<file path="config.mk">
export PLATFORM = sky130hd
export DESIGN_NAME = uart_tx_arbiter
export DESIGN_NICKNAME = d
export VERILOG_FILES = /design/src/rtl/uart_tx_arbiter_pkg.sv /design/src/rtl/uart_tx_arbiter_rr_pick.sv /design/src/rtl/uart_tx_arbiter.sv
export SDC_FILE = /design/constraint.sdc
export NUM_CORES = 1
export LEC_CHECK = 0
export CAP_MARGIN = 20
export CORE_MARGIN = 1.5
export CORE_UTILIZATION = 38
export CTS_CLUSTER_SIZE = 16
export DETAILED_ROUTE_END_ITERATION = 8
export GPL_ROUTABILITY_DRIVEN = 1
export PLACE_DENSITY = 0.8
export RECOVER_POWER = 25
export SLEW_MARGIN = 20
export SYNTH_ARGS = -nofsm -noshare
export SYNTH_HDL_FRONTEND = slang
export SYNTH_SLANG_ARGS = --single-unit
</file>
<file path="constraint.sdc">
create_clock -name clk -period 2.6 [get_ports clk]
set_clock_uncertainty 0.05 [all_clocks]
set_input_delay 0.39 -clock clk [delete_from_list [all_inputs] [get_ports clk]]
set_output_delay 0.39 -clock clk [all_outputs]
set_load 0.1 [all_outputs]
</file>
<file path="src/rtl/uart_tx_arbiter_pkg.sv">
// Shared types and constants for the UART transmit arbiter.
// Holds the arbiter state encoding, the byte width and the grant index width helper.
package uart_tx_arbiter_pkg;

    localparam int BYTE_W = 8;

    typedef enum logic {
        ST_IDLE   = 1'b0,
        ST_LOCKED = 1'b1
    } arb_state_t;

    function automatic int grant_width(input int n);
        return (n > 1) ? $clog2(n) : 1;
    endfunction

endpackage

</file>
<file path="src/rtl/uart_tx_arbiter_rr_pick.sv">
// Round-robin picker: first set req bit searching upward from last+1, wrapping.
// Purely combinational (zero latency); no backpressure of its own.
module rr_pick
    import uart_tx_arbiter_pkg::*;
#(
    parameter  int N    = 4,
    localparam int IdxW = grant_width(N)
) (
    input  logic [N-1:0]    req,
    input  logic [IdxW-1:0] last,
    output logic [IdxW-1:0] idx,
    output logic            found
);

    logic [IdxW-1:0] w_cand;

    // Walk the search order backwards so the earliest candidate is the final writer.
    always_comb begin
        idx    = '0;
        found  = 1'b0;
        w_cand = '0;
        for (int i = N; i >= 1; i--) begin
            w_cand = IdxW'((int'(last) + i) % N);
            if (req[w_cand]) begin
                idx   = w_cand;
                found = 1'b1;
            end
        end
    end

endmodule

</file>
<file path="src/rtl/uart_tx_arbiter.sv">
// Burst-locked round-robin arbiter feeding one UART transmitter; 1-cycle grant latency.
// Backpressure: tx_byte_ready passes straight to the granted req_ready; grant revoked after IdleTimeout stalled cycles.
module uart_tx_arbiter
    import uart_tx_arbiter_pkg::*;
#(
    parameter  int NumRequesters = 4,
    parameter  int IdleTimeout   = 16,
    localparam int GrantW        = grant_width(NumRequesters)
) (
    input  logic                            clk,
    input  logic                            rst_n,
    input  logic [NumRequesters-1:0]        req_valid,
    input  logic [NumRequesters*BYTE_W-1:0] req_byte,
    input  logic [NumRequesters-1:0]        req_last,
    output logic [NumRequesters-1:0]        req_ready,
    output logic [BYTE_W-1:0]               tx_byte,
    output logic                            tx_byte_valid,
    input  logic                            tx_byte_ready,
    output logic [GrantW-1:0]               grant_id,
    output logic                            busy
);

    localparam logic [GrantW-1:0] LastGrantInit = GrantW'(NumRequesters - 1);

    arb_state_t        r_state;
    arb_state_t        w_state_nxt;
    logic [GrantW-1:0] r_grant;
    logic [GrantW-1:0] r_last_grant;
    logic [7:0]        r_stall;
    logic [8:0]        w_stall_inc;
    logic [GrantW-1:0] w_pick_idx;
    logic              w_pick_found;
    logic [BYTE_W-1:0] w_bytes [NumRequesters];
    logic              w_g_valid;
    logic              w_g_last;
    logic              w_xfer;
    logic              w_burst_end;
    logic              w_timeout;

    for (genvar k = 0; k < NumRequesters; k++) begin : g_unpack
        assign w_bytes[k] = req_byte[k*BYTE_W +: BYTE_W];
    end

    rr_pick #(
        .N (NumRequesters)
    ) u_rr_pick (
        .req   (req_valid),
        .last  (r_last_grant),
        .idx   (w_pick_idx),
        .found (w_pick_found)
    );

    assign w_g_valid   = req_valid[r_grant];
    assign w_g_last    = req_last[r_grant];
    assign w_xfer      = (r_state == ST_LOCKED) && w_g_valid && tx_byte_ready;
    assign w_burst_end = w_xfer && w_g_last;
    assign w_stall_inc = {1'b0, r_stall} + 9'd1;
    // Timeout fires on the stalled cycle that brings the count up to IdleTimeout.
    assign w_timeout   = (r_state == ST_LOCKED) && !w_g_valid &&
                         (w_stall_inc == 9'(IdleTimeout));

    always_ff @(posedge clk or negedge rst_n) begin
        if (!rst_n) begin
            r_state <= ST_IDLE;
        end else begin
            r_state <= w_state_nxt;
        end
    end

    always_comb begin
        w_state_nxt = r_state;
        case (r_state)
            ST_IDLE:   if (w_pick_found) w_state_nxt = ST_LOCKED;
            ST_LOCKED: if (w_burst_end || w_timeout) w_state_nxt = ST_IDLE;
            default:   w_state_nxt = ST_IDLE;
        endcase
    end

    always_comb begin
        busy          = 1'b0;
        tx_byte_valid = 1'b0;
        tx_byte       = '0;
        req_ready     = '0;
        if (r_state == ST_LOCKED) begin
            busy               = 1'b1;
            tx_byte_valid      = w_g_valid;
            tx_byte            = w_bytes[r_grant];
            req_ready[r_grant] = tx_byte_ready;
        end
    end

    always_ff @(posedge clk or negedge rst_n) begin
        if (!rst_n) begin
            r_grant      <= '0;
            r_last_grant <= LastGrantInit;
            r_stall      <= '0;
        end else if (r_state == ST_IDLE) begin
            r_stall <= '0;
            if (w_pick_found) begin
                r_grant <= w_pick_idx;
            end
        end else if (w_burst_end || w_timeout) begin
            r_last_grant <= r_grant;
            r_stall      <= '0;
        end else if (w_g_valid) begin
            r_stall <= '0;
        end else begin
            r_stall <= w_stall_inc[7:0];
        end
    end

    assign grant_id = r_grant;

endmodule

</file>
==> key figures <==
Global route
  – First-pass GRT wire length: 5244 um
  – Vias in the first global route: 1,122
  – Antenna violations before repair: 0
  – GRT Util Overall: 0.2127
  – Grt ovf: 0
  – Largest net degree at the start of global routing: 19

Placement
  – Placer Congestion: between 0.8 and 0.9
  – Dpl ws: between 150 and 200 ps
  – Port-buffer cells: 58
  – Inst Count DP: 187
  – Dpl hpwl: between 2000 and 3000 um

Finish
  – Final net count: around 200
  – Core Util, Final: 0.7252
  – Filler cell count: 181
  – N_diodes: 0
  – Area grow syn2layout: 75.93%
  – Layout cell share with drive strength beyond 1: 0.2919
  – Finished Layout Cells: between 150 and 200

Critical path
  – CP Launch Type: flop
  – CP cell instances: mux4_2, and2_2, buf_12
  – CP Max Fanout: 18
  – Kind of end point of the critical path: primary output
  – WP data arrival: roughly 1900 ps
  – Req. time, crit path: about 2200 ps
  – CP peak stage delay: about 630 ps
  – R2R Setup Slk: ~350 ps
  – Setup CP Type: flop to primary output
  – Critical path's slowest cell: dfrtp_4
  – Reg-to-Reg Start: grant_id[1]
  – Critical path origin: grant_id[0]

STA
  – Final hold vios: 0
  – Final Cycle Share: 0.8799
  – Slew headroom: 0.6214
  – Setup TNS: 0 ps
  – F_max: approximately 440 MHz
  – Worst Max-Slew Pin Slew: 566.1 ps
  – Fin crit period: 2288 ps
  – RSZ-0062 raised after global routing: false
  – # setup viols final: 0
  – Final Worst Setup Slack: about 310 ps
  – Max-slew violation count: 0

Clocking
  – CTS tree: yes
  – Clk_lat worst skew: 270 ps
  – CTS Sinks: 13
  – Setup Fix Bufs, Post-CTS: 0
  – Clock buffer depth: 2
  – Clock slew at reported path FFs: about 80 ps
  – Max H-tree Level: 1
  – Post-cts sizing count: 0
  – CTS Buf Count: 3
  – Root buf cell: clkbuf_4
  – Cts hold-fix bufs: 0

Routing
  – Iter 0 DRT Violations: 21
  – DRT Wirelength: 3080 um
  – WL/cell: around 16 um
  – Post-DR vias/cell: roughly 5.4
  – ANT nets after route: 0
  – Routed via count: between 1k and 1.5k
  – Number of iterations in the first detailed-routing pass: 4
  – DRC violations left: 0

Floorplan
  – Rows: 18
  – Die footprint: ~0.0031 mm^2
  – Die width: ~55 um
  – Core Region: ~0.0025 mm^2
  – Initial core utilization: 0.4122
  – I/O pins: around 60
  – Chip height: about 55 um

Power and ir drop
  – Peak VDD IR: roughly 1.3 mV
  – Leak Pwr: 0.7376 nW
  – Clock Power Share: 0.047
  – P_sw: approximately 0.0015 W
  – Net Sw Frac: 0.5746
  – Gate power share: 0.777
  – Sequential power share: 0.175
  – Pwr/cell area: ~1400 mW/mm^2
  – Int Pwr: 0.001085 W
  – Design Power: between 0.002 and 0.003 W

Hold path
  – Worst Hold Launch: r_stall[0]
  – Hold/Removal Path Class: flop to flop

Synth
  – Post-Syn Instances: approximately 110
  – Mean post-synth cell area: between 9 and 10 um^2
  – Sequential area share after synthesis: 0.3153
  – Yosys Warn Count: 0
  – Synth unique cells: 32
  – Syn_nets: 149
  – #FFs+latches synth: 13
  – Area of the mapped netlist: just over 0.001 mm^2

Outcome
  – Status: complete, no violations

Flow run
  – Maximum Capacitance Violations: 0
cells in the final DEF, fill, tap and decap left out, drive strengths merged:
cell	instances
dfstp	2
mux2i	5
a31o	1
a21o	1
o21ai	5
buf	16
dfrtp	11
clkdlybuf4s50	41
nor2b	2
a2111o	1
o21bai	1
mux4	9
dlygate4sd3	1
nand2	4
a31oi	1
o22ai	2
xnor2	3
or3	3
nand4	2
clkbuf	4
nor3	2
and3	1
nor2	10
xor2	2
inv	5
mux2	2
a22oi	1
ha	1
nand3	5
nor4	1
a21oi	6
and2	10
flip-flops by register name, summed over array words and instances, names as in the netlist:
name / count
grant_id: 2
r_last_grant: 2
r_stall: 8
r_state: 1
power by group through the flow:
stage | clock network [W] | logic [W] | registers, W
finish | 0.000121 | 0.00198 | 0.000447
global route | 0.000137 | 0.00205 | 0.000467
CTS | 0.000123 | 0.00199 | 0.000449
detailed placement | 0 | 0.00199 | 0.000452
global placement | 0 | 0.00197 | 0.000445
floorplan | 0 | 0.00129 | 0.000461
stage by stage:
stage | hold WS (ps) | instance area [um^2]
6_report | 447.9 | 1829
5_1_grt | 461.3 | 1829
4_1_cts | 445.1 | 1829
3_5_place_dp | 439.0 | 1803
3_3_place_gp | 423.9 | 1803
2_1_floorplan | 44.41 | 1090
worst paths after layout:
path / depth (start not counted) / end
max: 3 / tx_byte[5]
min: 1 / r_stall[0]
max reg2reg: 5 / r_last_grant[1]
min reg2reg: 1 / r_stall[0]
min in group asynchronous: 1 / r_stall[3]
max in group asynchronous: 1 / grant_id[0]
worst max-delay path, delay by kind of cell (launching register included):
kind | cells | cell delay [ps]
flops | 1 | 630
buf+inv | 1 | 160
mux | 1 | 550
simple gates | 1 | 230
layout make-up:
type,count,area [um^2],area share
sequential,13,332.8,0.1819
tap,30,37.54,0.02052
inverter,5,18.77,0.01026
clock buffer,4,26.28,0.01436
multi-input combinational,81,710.7,0.3885
timing repair buffer,58,703.2,0.3844
Yosys cell counts:
| master | count | share of area |
|---|---|---|
| nor4_1 | 1 | 0.0060 |
| ha_1 | 1 | 0.012 |
| buf_1 | 1 | 0.0036 |
| o21bai_1 | 1 | 0.0072 |
| dfstp_2 | 2 | 0.051 |
| nor3_1 | 2 | 0.0096 |
| a31o_2 | 1 | 0.0084 |
| nor2_1 | 10 | 0.036 |
| buf_2 | 4 | 0.019 |
| nand3_1 | 5 | 0.024 |
| inv_1 | 5 | 0.018 |
| a21o_1 | 1 | 0.0072 |
| mux2i_1 | 5 | 0.048 |
| xnor2_1 | 3 | 0.025 |
| nand4_1 | 2 | 0.012 |
| and3_4 | 1 | 0.011 |
| xor2_1 | 2 | 0.017 |
| a22oi_1 | 1 | 0.0072 |
| a21oi_1 | 6 | 0.029 |
| mux2_2 | 2 | 0.022 |
| dfrtp_1 | 11 | 0.26 |
| nor2b_1 | 2 | 0.012 |
| o21ai_0 | 5 | 0.024 |
| o22ai_1 | 1 | 0.0060 |
| and2_1 | 10 | 0.060 |
| a31oi_1 | 1 | 0.0060 |
| or3_1 | 3 | 0.018 |
| clkbuf_1 | 1 | 0.0036 |
| mux4_2 | 9 | 0.19 |
| a2111o_1 | 1 | 0.011 |
| o22ai_2 | 1 | 0.012 |
| nand2_1 | 4 | 0.014 |
layer usage:
metal | GRT usage | wire length [um] | vias up
li1 | - | - | 498
met1 | 0.2605 | 1222 | 505
met2 | 0.3793 | 1691 | 33
met3 | 0.05152 | 127 | 4
met4 | 0.04181 | 40 | 0
met5 | 0 | 0 | -
cell families (layout without fill, tap and decap cells):
family / count (synthesis) / count (layout) / share of synthesized area
AND/OR/NAND/NOR: 40 / 40 / 0.2034
AO/OA/AOI/OAI: 19 / 19 / 0.1179
multiplexers: 16 / 16 / 0.2647
flip-flops: 13 / 13 / 0.3153
buffers and inverters: 11 / 67 / 0.04452
XOR/XNOR: 5 / 5 / 0.04213
adder cells (fa/ha/maj): 1 / 1 / 0.01203
(Power assumes the default switching activity.)
